`src/rtl/load_ext_pkg.sv`:
```
// Shared types for the load alignment/extension stage: op encoding, error codes, beat record.
package load_ext_pkg;

  localparam int MAX_XLEN = 64;

  typedef enum logic [3:0] {
    OP_LB  = 4'd0,
    OP_LBU = 4'd1,
    OP_LH  = 4'd2,
    OP_LHU = 4'd3,
    OP_LW  = 4'd4,
    OP_LWU = 4'd5,
    OP_LD  = 4'd6,
    OP_LWL = 4'd7,
    OP_LWR = 4'd8
  } op_e;

  typedef logic [1:0] err_t;

  localparam err_t ERR_OK      = 2'b00;
  localparam err_t ERR_MISAL   = 2'b01;
  localparam err_t ERR_ILLEGAL = 2'b10;

  // Data is sized for the widest datapath; narrower builds keep the upper bits zero.
  typedef struct packed {
    logic [MAX_XLEN-1:0] data;
    logic [4:0]          tag;
    err_t                err;
  } beat_t;

  // Access size in bytes; LWL/LWR report 1 so they never trip the alignment check.
  function automatic logic [3:0] opSize(input op_e op);
    case (op)
      OP_LH, OP_LHU: opSize = 4'd2;
      OP_LW, OP_LWU: opSize = 4'd4;
      OP_LD:         opSize = 4'd8;
      default:       opSize = 4'd1;
    endcase
  endfunction

endpackage

```
`src/rtl/load_ext_core.sv`:
```
// Combinational lane select, sign/zero extension, LWL/LWR merge and error classification.
module load_ext_core
  import load_ext_pkg::*;
#(
  parameter int  XLEN       = 32,
  parameter bit  BIG_ENDIAN = 1'b0,
  localparam int NB         = XLEN / 8,
  localparam int OFF_W      = $clog2(NB)
) (
  input  logic [XLEN-1:0]  raw,
  input  logic [OFF_W-1:0] off,
  input  logic [3:0]       op,
  input  logic [XLEN-1:0]  rt,
  input  logic [4:0]       tag,
  output beat_t            beat
);

  op_e             opE;
  logic [3:0]      sz;
  logic [3:0]      sh;
  logic [1:0]      eb;
  logic            legal;
  logic [XLEN-1:0] shifted;
  logic [31:0]     mergeL;
  logic [31:0]     mergeR;
  logic [XLEN-1:0] res;
  err_t            err;

  always_comb begin
    opE = op_e'(op);
    sz  = opSize(opE);

    case (opE)
      OP_LB, OP_LBU, OP_LH, OP_LHU, OP_LW: legal = 1'b1;
      OP_LWU, OP_LD:                       legal = (XLEN == 64);
      OP_LWL, OP_LWR:                      legal = (XLEN == 32);
      default:                             legal = 1'b0;
    endcase

    // A wrapped big-endian shift only occurs on misaligned accesses, whose data is discarded.
    sh      = BIG_ENDIAN ? (4'(NB) - sz - 4'(off)) : 4'(off);
    shifted = raw >> {sh, 3'b000};

    eb     = BIG_ENDIAN ? (2'd3 - off[1:0]) : off[1:0];
    mergeL = (raw[31:0] << {2'd3 - eb, 3'b000})
           | (rt[31:0] & ~(32'hFFFF_FFFF << {2'd3 - eb, 3'b000}));
    mergeR = (raw[31:0] >> {eb, 3'b000})
           | (rt[31:0] & ~(32'hFFFF_FFFF >> {eb, 3'b000}));

    res = '0;
    err = ERR_OK;
    if (!legal) begin
      err = ERR_ILLEGAL;
    end else if ((4'(off) & (sz - 4'd1)) != 4'd0) begin
      err = ERR_MISAL;
    end else begin
      case (opE)
        OP_LB:   res = XLEN'($signed(shifted[7:0]));
        OP_LBU:  res = XLEN'(shifted[7:0]);
        OP_LH:   res = XLEN'($signed(shifted[15:0]));
        OP_LHU:  res = XLEN'(shifted[15:0]);
        OP_LW:   res = XLEN'($signed(shifted[31:0]));
        OP_LWU:  res = XLEN'(shifted[31:0]);
        OP_LD:   res = shifted;
        OP_LWL:  res = XLEN'(mergeL);
        OP_LWR:  res = XLEN'(mergeR);
        default: res = '0;
      endcase
    end

    beat = '{data: MAX_XLEN'(res), tag: tag, err: err};
  end

  generate
    if (XLEN > 32) begin : g_rtHi
      logic unusedRtHi;
      assign unusedRtHi = ^rt[XLEN-1:32];
    end
  endgenerate

endmodule

```
`src/rtl/load_align_ext.sv`:
```
// Load alignment stage top: output register plus one skid entry around load_ext_core.
module load_align_ext
  import load_ext_pkg::*;
#(
  parameter int  XLEN       = 32,
  parameter bit  BIG_ENDIAN = 1'b0,
  localparam int NB         = XLEN / 8,
  localparam int OFF_W      = $clog2(NB)
) (
  input  logic             clk,
  input  logic             rst,
  input  logic             flush,
  input  logic             in_valid,
  output logic             in_ready,
  input  logic [XLEN-1:0]  in_raw,
  input  logic [OFF_W-1:0] in_off,
  input  logic [3:0]       in_op,
  input  logic [XLEN-1:0]  in_rt,
  input  logic [4:0]       in_tag,
  output logic             out_valid,
  input  logic             out_ready,
  output logic [XLEN-1:0]  out_data,
  output logic [4:0]       out_tag,
  output logic [1:0]       out_err
);

  beat_t coreBeat;
  beat_t outEntry;
  beat_t skidEntry;
  logic  outValid;
  logic  skidValid;
  logic  accept;
  logic  consume;

  load_ext_core #(
    .XLEN       (XLEN),
    .BIG_ENDIAN (BIG_ENDIAN)
  ) u_core (
    .raw  (in_raw),
    .off  (in_off),
    .op   (in_op),
    .rt   (in_rt),
    .tag  (in_tag),
    .beat (coreBeat)
  );

  // skidValid is a flop, so in_ready is registered and never depends on out_ready.
  assign in_ready = ~skidValid;
  assign accept   = in_valid & in_ready;
  assign consume  = outValid & out_ready;

  always_ff @(posedge clk or posedge rst) begin
    if (rst) begin
      outValid  <= 1'b0;
      skidValid <= 1'b0;
      outEntry  <= '0;
      skidEntry <= '0;
    end else if (flush) begin
      outValid  <= 1'b0;
      skidValid <= 1'b0;
    end else if (!outValid || consume) begin
      // Output slot frees this edge: older skid beat first, else the incoming beat.
      if (skidValid) begin
        outEntry  <= skidEntry;
        outValid  <= 1'b1;
        skidValid <= 1'b0;
      end else if (accept) begin
        outEntry <= coreBeat;
        outValid <= 1'b1;
      end else begin
        outValid <= 1'b0;
      end
    end else if (accept) begin
      skidEntry <= coreBeat;
      skidValid <= 1'b1;
    end
  end

  assign out_valid = outValid;
  assign out_data  = outEntry.data[XLEN-1:0];
  assign out_tag   = outEntry.tag;
  assign out_err   = outEntry.err;

  generate
    if (XLEN < MAX_XLEN) begin : g_dataHi
      logic unusedDataHi;
      assign unusedDataHi = ^outEntry.data[MAX_XLEN-1:XLEN];
    end
  endgenerate

endmodule

```
`config.mk`:
```
export PLATFORM = sky130hd
export DESIGN_NAME = load_align_ext
export DESIGN_NICKNAME = d
export VERILOG_FILES = /design/src/rtl/load_ext_pkg.sv /design/src/rtl/load_ext_core.sv /design/src/rtl/load_align_ext.sv
export SDC_FILE = /design/constraint.sdc
export NUM_CORES = 1
export LEC_CHECK = 0
export ABC_AREA = 1
export BUFFER_PORTS_ARGS = -buffer_cell sky130_fd_sc_hd__buf_2
export CORE_ASPECT_RATIO = 1.1
export CORE_UTILIZATION = 50
export CTS_CLUSTER_DIAMETER = 200
export DETAILED_ROUTE_END_ITERATION = 8
export HOLD_SLACK_MARGIN = 0.08
export PLACE_DENSITY = 0.8
export SYNTH_ARGS = -nofsm -noshare
export SYNTH_HDL_FRONTEND = slang
export SYNTH_SLANG_ARGS = --single-unit
```
`constraint.sdc`:
```
create_clock -name clk -period 2.5 [get_ports clk]
set_clock_uncertainty 0.15 [all_clocks]
set_input_delay 0.5 -clock clk [delete_from_list [all_inputs] [get_ports clk]]
set_output_delay 0.5 -clock clk [all_outputs]
set_load 0.1 [all_outputs]
```
After elaboration in Yosys (flattened, before gate mapping)
Memories as Yosys holds them, arrays and structs flattened.
Cells that the tools add are included.
{"block": "classes", "reduce_logical": 12, "n_mux": 15, "n_eq_ne": 8, "n_shift": 5, "n_bitwise": 12, "add_sub_neg": 2}
{"op": "$pmux 32 s7", "n": 1}
{"op": "$mux 39", "n": 2}
{"op": "$and 32x32->32", "n": 2}
{"op": "$mux 32", "n": 2}
{"op": "$not 32->32", "n": 2}
{"op": "$or 32x32->32", "n": 2}
{"op": "$shr 32x5->32", "n": 2}
{"op": "$shl 32x5->32", "n": 1}
{"op": "$shl 32x5->32 const A", "n": 1}
{"op": "$shr 32x5->32 const A", "n": 1}
{"op": "$eq 4x3->1 const B", "n": 4}
{"op": "$pmux 4 s3", "n": 1}
{"op": "$eq 4x2->1 const B", "n": 2}
{"op": "$mux 1", "n": 8}
{"op": "$reduce_and 3->1", "n": 2}
{"op": "$and 2x4->4", "n": 1}
{"op": "$eq 4x1->1 const B", "n": 1}
{"op": "$eq 4x4->1 const B", "n": 1}
{"op": "$logic_not 4->1", "n": 1}
{"op": "$reduce_bool 2->1", "n": 2}
{"op": "$reduce_bool 4->1", "n": 1}
{"op": "$reduce_or 2->1", "n": 2}
{"op": "$sub 4x1->4 const B", "n": 1}
{"op": "$not 1->1", "n": 3}
{"op": "other kinds (7)", "n": 8}
{"block": "word_totals", "out_inout_bits": 41, "input_bits": 80, "register_bits": 80, "mem_count": 1, "mem_bits_ro": 16}
{"name": "(no name shown)", "words": 16, "word_bits": 1, "read_ports": 1, "rd_clocked_by_memory_dff": 0, "wr": 0, "line": "load_ext_core.sv:33", "rtl": "case (opE)"}

Longest topological paths before layout
Gate-level depths: netlist of run 1.
{"block": "depth", "ltp_word": 10, "mapped_depth": 14}

By module
From an unflattened synthesis of run 1, not the netlist that was laid out.
{"block": "unflattened", "hier_cells": 996, "hier_area_um2": 6069.6}
{"module": "load_align_ext", "n_inst": 1, "area_each_um2": 3711.1, "seq_area_each_um2": 2001.9, "cells_per_inst": 481}
{"module": "load_ext_core", "n_inst": 1, "area_each_um2": 2358.5, "seq_area_each_um2": 0.0, "cells_per_inst": 515}

Worst setup path after synthesis of run 1
OpenSTA, ideal clock, no wires.
{"block": "synth_timing", "kind": "flip-flop to output port", "startpoint": "register skidValid", "endpoint": "output port in_ready", "t_arrival_ns": 1.784, "n_path_buf": 2, "stages_incl_launch_ff": 4, "path_slack_ns": 0.066, "t_required_ns": 1.850, "path_cell_list": "dfrtp_1 > clkinv_1 > clkbuf_1 > buf_1"}
{"block": "synth_via", "elab_chain_cells": 1}
{"element": "start, declared", "line": "load_align_ext.sv:31", "rtl": "logic skidValid;"}
{"element": "start signal, assigned", "line": "load_align_ext.sv:55", "rtl": "skidValid <= 1'b0;"}
{"element": "start signal, assigned", "line": "load_align_ext.sv:60", "rtl": "skidValid <= 1'b0;"}
{"element": "start signal, assigned", "line": "load_align_ext.sv:66", "rtl": "skidValid <= 1'b0;"}
{"element": "$not 1->1", "line": "load_align_ext.sv:48", "rtl": "assign in_ready = ~skidValid;"}
{"element": "end, declared", "line": "load_align_ext.sv:14", "rtl": "output logic in_ready,"}
No other way between the ends.

Final worst setup path of run 1
{"block": "layout_timing", "startpoint": "input port in_op[0]", "endpoint": "register outEntry (netlist bit out_data[17])"}
{"block": "layout_via", "elab_chain_cells": 10, "word_cells_on_any_way": 22, "cone_classes": "1 x add/sub; 8 x eq/ne; 6 x mux; 1 x bitwise; 5 x reduce/logical; 1 x memory"}
{"element": "start, declared", "line": "load_align_ext.sv:17", "rtl": "input logic [3:0] in_op,"}
{"element": "$eq 4x3->1 or $eq 4x2->1 (tied branches)", "line": "load_ext_pkg.sv:33, load_ext_core.sv:57"}
{"element": "$reduce_or 2->1", "line": "load_ext_pkg.sv:33", "rtl": "case (op)"}
{"element": "$pmux 4 s3", "line": "load_ext_pkg.sv:33"}
{"element": "$sub 4x1->4", "line": "load_ext_core.sv:54", "rtl": "end else if ((4'(off) & (sz - 4'd1)) != 4'd0) begin"}
{"element": "$and 2x4->4", "line": "load_ext_core.sv:54"}
{"element": "$reduce_bool 4->1", "line": "load_ext_core.sv:54"}
{"element": "$mux 32", "line": "load_ext_core.sv:54"}
{"element": "$mux 32 *", "line": "load_ext_core.sv:52", "rtl": "if (!legal) begin"}
{"element": "$mux 39 *", "line": "load_align_ext.sv:67", "rtl": "end else if (accept) begin"}
{"element": "$mux 39 *", "line": "load_align_ext.sv:63", "rtl": "if (skidValid) begin"}
{"element": "end signal, assigned", "line": "load_align_ext.sv:64", "rtl": "outEntry <= skidEntry;"}
{"element": "end signal, assigned", "line": "load_align_ext.sv:68", "rtl": "outEntry <= coreBeat;"}
{"element": "end, declared", "line": "load_align_ext.sv:28", "rtl": "beat_t outEntry;"}
Mark *: on every way between the ends. The rest lies on a longest branch, timed or not. The select of a mux whose other input is x is not followed.
A chain may end at the register's enable or synchronous reset.

==> results by group, run 1 <==
STA
  • Final Slew Violations: 0
  • Tmin final: between 2000 and 2500 ps
  • Headroom to the max-slew limit: 52.3%
  • RSZ-0062 raised after global routing: true
  • Slack of the critical path: 163 ps
  • Final Cycle Share: 93.5%
  • Hold Slack: 122 ps
  • Final hold vios: 0
  • Setup-failing EPs final: 0
  • FMAX: 428 MHz
  • Worst Tran Pin Value: 713 ps

Cells and area
  • ANT cells: 0
  • Register Area: around 2000 µm²
  • Layout cell share with drive strength beyond 1: around 17%
  • Area Growth Syn to Fin: 21.6%
  • Post-Layout Inst Area: 6450 µm²
  • Multi-input gate area: 2990 µm²
  • Final net count: 1,075
  • Fill cell count: 1,067

Logic synthesis
  • Synth Area per Inst: 6.02 µm²
  • Top cell type's share of synthesized area: 37.7%
  • Post-synth net total: 965
  • Post-synth ARST share: 100%
  • Cell Area, Synth: 5310 µm²
  • Gate Count Post-Synth: 881
  • Synth top cells by count: nand2_1 (462), nor2_1 (108), dfrtp_1 (80)
  • Syn. warnings: 0
  • Unique masters post-synth: 25
  • Top cells by area, synth: dfrtp_1 (38%), nand2_1 (33%), nor2_1 (7.6%)
  • Seq/Total Area, Yosys: 37.7%
  • Register bit total from synthesis: 80
  • Yosys top cell by area: dfrtp_1
  • Post-synth EDFFs: 0
  • Synth Flop Type: dfrtp_1
  • Top-count cell post-synth: nand2_1

Setup path
  • R2R Path Start: out_valid
  • Crit path DAT: 2460 ps
  • CP startpoint kind: input port
  • Reg2reg end: skidEntry[0]
  • CP max FO: 32
  • Worst EP required: around 2600 ps
  • Critical path capture point type: flop
  • Crit path kind: in2reg
  • Register-to-Register Path Depth: 7
  • Reg2reg setup slack: approximately 730 ps

Floorplan
  • Die width: approximately 100 µm
  • Starting density of the core: 51.3%
  • Die area: 11,000 µm²
  • Core outline area: 10,300 µm²
  • I/O pins: 121
  • Die H: 110 µm
  • Core Rows: 39

CTS
  • CTS tree: done
  • # H-tree levels: 3
  • Clk_lat worst skew: between 300 and 400 ps
  • Hold_buf cts: 0
  • Clk sink count: 80
  • CTS max path bufs: 2
  • Total CTS buffers: 9
  • CTS clk-pin slew, worst paths: 50 ps
  • Clock Tree Root: clkbuf_16

Route
  • Drt total wl: 15,200 µm
  • Detailed-route via count: 5,797
  • Vias/cell: 5.09
  • First-pass DRT Iterations: 7
  • DR WL/cell: between 10 and 15 µm
  • Post-route ant nets: 0
  • Starting DRT DRC Count: 422
  • DRC viols: 4

Placed design
  • Placed instance area: roughly 6100 µm²
  • Pre-CTS worst setup slack: -160 ps
  • Gpl congestion: 0.959
  • IO Port Bufs: 120
  • Detailed Place HPWL: around 11,000 µm

Run
  • Number of max-cap violations: 0

Status
  • Outcome: finished with violations
  • Failing checks: DRC

Power
  • Switching share of power: 35.5%
  • Psw: 0.00142 W
  • Clock power frac: 35.1%
  • Total power: 0.00400 W
  • Worst VDD drop: 0.360 mV
  • Combinational share of power: 28.4%
  • Internal Power: ~0.0026 W
  • Seq pwr share: 36.5%
  • LEAKAGE: approximately 4 nW
  • Power per cell area: 620 nW/µm²

Global route
  • Global-route wire length before repair: approximately 25,000 µm
  • Pin count of the biggest net entering global routing: between 80 and 90
  • Vias in the first global route: 4,993
  • Initial antenna violation count: 0
  • Total gr overflow: 0
  • Total GRT Usage: slightly below 30%

Worst hold path
  • Min-delay worst type: in2async
[worst max-delay path: stages]
cell and delay [ps]:
buf_2 110, inv_1 60, ha_1 200, nor2_1 140
nand2_1 100, nand2_2 70, nand3_1 80, nand2_1 100
nand2_1 80, nor2_4 560, nand2_1 240, nand2_1 100
nand2_1 50, nand2_1 40
[sequential cells by signal, summed over array words and instances (netlist names)]
| name | cells |
|---|---|
| out_tag | 5 |
| skidValid | 1 |
| out_err | 2 |
| skidEntry | 39 |
| out_data | 32 |
| out_valid | 1 |
[per-stage QoR]
| stage | TNS, ps | utilization [%] | instances |
|---|---|---|---|
| finish | 0 | 62.4 | 1138 |
| global route | -227 | 62.4 | 1138 |
| CTS | 0 | 62.4 | 1138 |
| detailed placement | -5360 | 59.3 | 1123 |
| global placement | -4210 | 59.3 | 1123 |
| floorplan | 0 | - | 881 |
[power groups by stage]
stage	combinational (W)	clock, W	sequential (W)
4_1_cts	0.00114	0.00143	0.00146
3_3_place_gp	0.00113	0	0.00148
2_1_floorplan	0.000399	0	0.00192
6_report	0.00114	0.00140	0.00146
3_5_place_dp	0.00113	0	0.00148
5_1_grt	0.00123	0.00149	0.00147
[kinds of logic after synthesis]
kind of cell / after synthesis / share of synthesized area, %
AO/OA/AOI/OAI: 82 / 7.85
AND/OR/NAND/NOR: 636 / 47.3
adder cells (fa/ha/maj): 4 / 0.943
buffers and inverters: 79 / 6.13
flip-flops: 80 / 37.7
[placed cells by master (no fill, tap or decap), drive strengths merged, types with 3 or more instances in the layout]
cell,netlist,routed
nand3,48,48
ha,4,4
nor2,113,113
nand2,464,464
dfrtp,80,80
nand3b,5,5
inv,33,33
a21oi,8,8
buf,19,144
nand4,3,3
clkbuf,26,12
o21ai,72,72
[metal layers]
| layer | GRT usage [%] | vias to the layer above | part of all wire (%) |
|---|---|---|---|
| met5 | 0 | - | 0 |
| met1 | 41.8 | 2583 | 47 |
| met4 | 12.1 | 0 | 2.8 |
| met2 | 43.0 | 243 | 44 |
| li1 | - | 2945 | - |
| met3 | 4.16 | 26 | 6.9 |
[timing repair]
action | 4_1_cts | 5_1_grt
setup endpoints to repair | 0 | 13
resized for setup | 0 | 1
buffers inserted | 0 | 0
[worst max path at each step]
stage / start / end / cells after the start
after detailed placement: in_op[0] / out_data[17] / 14
after global routing: in_op[0] / out_data[17] / 14
after global placement: in_op[0] / out_data[17] / 14
after CTS: in_op[0] / out_data[17] / 14
after floorplan: skidValid / in_ready / 3
final: in_op[0] / out_data[17] / 14
[cell type report]
class	count	area share (%)
inverter	34	2.04
tap	143	2.77
timing repair buffer	144	12.9
clock inverter	3	1.01
sequential	80	31.0
multi-input combinational	722	46.3
clock buffer	12	3.98
Note: power is estimated with default switching activity, not from simulation.
==> inputs of run 2 (changes only) <==
- CELL_PAD_IN_SITES_DETAIL_PLACEMENT: default -> 0
- CELL_PAD_IN_SITES_GLOBAL_PLACEMENT: default -> 1
- CORE_UTILIZATION: 50 -> 34
==> results by group, run 2 (synthesized netlist as in run 1, its figures left out) <==
Status
  • Outcome: complete, no violations

STA
  • Worst Tran Pin Value: 742 ps (+28.4 ps)
  • FMAX: 449 MHz (+4.9%)
  • Final Slew Violations: 0 (unchanged)
  • Slack of the critical path: 273 ps (+110 ps)
  • Headroom to the max-slew limit: 50.6% (-1.8 points)
  • Setup-failing EPs final: 0 (unchanged)
  • Sum Neg Setup Slack: 0 ps (unchanged)
  • Final Cycle Share: 89.1% (-4.4 points)
  • Final hold vios: 0 (unchanged)
  • Tmin final: 2230 ps (-110 ps)
  • RSZ-0062 raised after global routing: false

Setup path
  • CP max FO: 8 (-75%)
  • Worst EP required: 2580 ps (-40 ps)
  • Critical Path Slowest Stage Cell: nand4_1
  • Critical path capture point type: flop
  • Crit path DAT: 2310 ps (-150 ps)
  • Crit path kind: in2reg
  • Crit-path max cell delay: 340 ps (-220 ps)
  • CP Cell Sequence: buf_2 -> inv_1 -> ha_1 -> nor2_1 -> nand2_1 -> nand2_2 -> buf_4 -> nand4_1 -> nand2_1 -> nand3_1 -> nand2_1 -> nand2_1 -> nand2_1 -> nand2_1
  • Most frequent CP cell: nand2_1
  • CP startpoint kind: input port
  • Reg2reg setup slack: 720 ps (about the same)

Cells and area
  • Multi-input gate area: 3000 µm² (+0.46%)
  • Largest register FFs: 39 (unchanged)
  • ANT cells: 0 (unchanged)
  • Final cell count without fillers: 1,195 (+5.0%)
  • Post-layout util: 43.0% (-19 points)
  • Final net count: 1,078 (+0.28%)
  • Area Growth Syn to Fin: 22.9%
  • Fill cell count: 1,673 (+57%)
  • Layout cell share with drive strength beyond 1: 17.9% (+0.53 points)
  • Most frequent cells in the layout: nand2_1 (461), buf_2 (120), nor2_1 (107), dfrtp_1 (80), o21ai_0 (46)
  • Register Area: 2000 µm² (unchanged)
  • Largest register by flop count: skidEntry
  • Commonest non-fill, non-tap cell in the layout: nand2_1

Global route
  • Global-route wire length before repair: 27,500 µm (+12%)
  • Total GRT Usage: 21.7% (-7.1 points)
  • Pin count of the biggest net entering global routing: 77 (-4.9%)
  • Vias in the first global route: 5,326 (+6.7%)
  • Initial antenna violation count: 0 (unchanged)
  • Total gr overflow: 0 (unchanged)

Placed design
  • IO Port Bufs: 120 (unchanged)
  • Cell count after placement: 1,178 (+4.9%)
  • Gpl congestion: 0.913 (-4.8%)
  • Pre-CTS worst setup slack: -228 ps (-67.7 ps)
  • Detailed Place HPWL: 12,400 µm (+9.4%)

CTS
  • # H-tree levels: 3 (unchanged)
  • Clk_lat worst skew: 340 ps (about the same)
  • CTS tree: done
  • Total CTS buffers: 9 (unchanged)
  • Setup Buffers After CTS: 0 (unchanged)
  • Clk sink count: 80 (unchanged)
  • Post_cts resized: 0 (unchanged)
  • CTS max path bufs: 2 (unchanged)
  • CTS clk-pin slew, worst paths: 60 ps (about the same)
  • Hold_buf cts: 0 (unchanged)
  • Clock Tree Root: clkbuf_16

Route
  • Detailed-route via count: 5,693 (-1.8%)
  • Post-route ant nets: 0 (unchanged)
  • First-pass DRT Iterations: 5 (-2)
  • DR WL/cell: 14.2 µm (+5.8%)
  • DRC viols: 0 (-4)
  • Vias/cell: 4.76 (-6.5%)
  • Drt total wl: 16,900 µm (+11%)
  • Starting DRT DRC Count: 308 (-27%)

Worst hold path
  • Min-delay worst type: in2async

Power
  • Total power: 0.00395 W (-1.2%)
  • Worst VDD drop: 0.298 mV (-17%)
  • LEAKAGE: 3.94 nW (-0.13%)
  • Power per cell area: 606 nW/µm² (-2.3%)

Floorplan
  • Die H: 133 µm (+21%)
  • I/O pins: 121 (unchanged)
  • Core outline area: 15,200 µm² (+47%)
  • Starting density of the core: 35.0% (-16 points)
  • Core Rows: 47 (+21%)
  • Die area: 16,100 µm² (+46%)
  • Die width: 121 µm (+21%)

Run
  • Number of max-cap violations: 0 (unchanged)
## run 2: area by class of cell
| cell class | instances | area share (%) |
|---|---|---|
| Timing Repair Buffer | 146 | 12.8 |
| Clock inverter | 5 | 0.844 |
| Tap cell | 196 | 3.76 |
| Multi-Input combinational cell | 723 | 46.0 |
| Inverter | 34 | 2.01 |
| Clock buffer | 11 | 3.88 |
| Sequential cell | 80 | 30.7 |
## run 2: power by group
group / leakage [nW] / internal, W / switching [W]
registers: 1.08 / 0.00140 / 0.0000564
clock network: 0.148 / 0.000824 / 0.000516
logic: 2.71 / 0.000257 / 0.000896
## run 2: critical path, delay by kind of cell
kind / cells / cell delay (ps)
and+or+nand+nor: 10 / 1250
buffers and inverters: 3 / 340
adders and majority gates: 1 / 220
## run 2: path summary, 6_finish.rpt
check                        startpoint       endpoint  depth (start not counted)
setup / recovery               in_op[0]   out_data[11]                         14
hold / removal                      rst  skidEntry[23]                          3
setup reg to reg              out_valid   skidEntry[0]                          7
hold reg to reg            out_data[19]   out_data[19]                          2
max in group asynchronous           rst   out_data[18]                          3
min in group clk              in_tag[1]   skidEntry[3]                          3
## run 2: metal layers
| metal | GRT usage (%) | wire length (µm) | share of wire [%] |
|---|---|---|---|
| met5 | 0 | 0 | 0 |
| met4 | 8.23 | 443 | 2.6 |
| met3 | 2.97 | 895 | 5.3 |
| met2 | 32.6 | 7370 | 44 |
| met1 | 31.4 | 8210 | 49 |
## run 2: metrics by stage
step,hold slack (ps),cell area (µm²)
5_1_grt,136,6520
6_report,92.2,6520
3_5_place_dp,309,6200
2_1_floorplan,298,5310
4_1_cts,115,6510
3_3_place_gp,310,6200
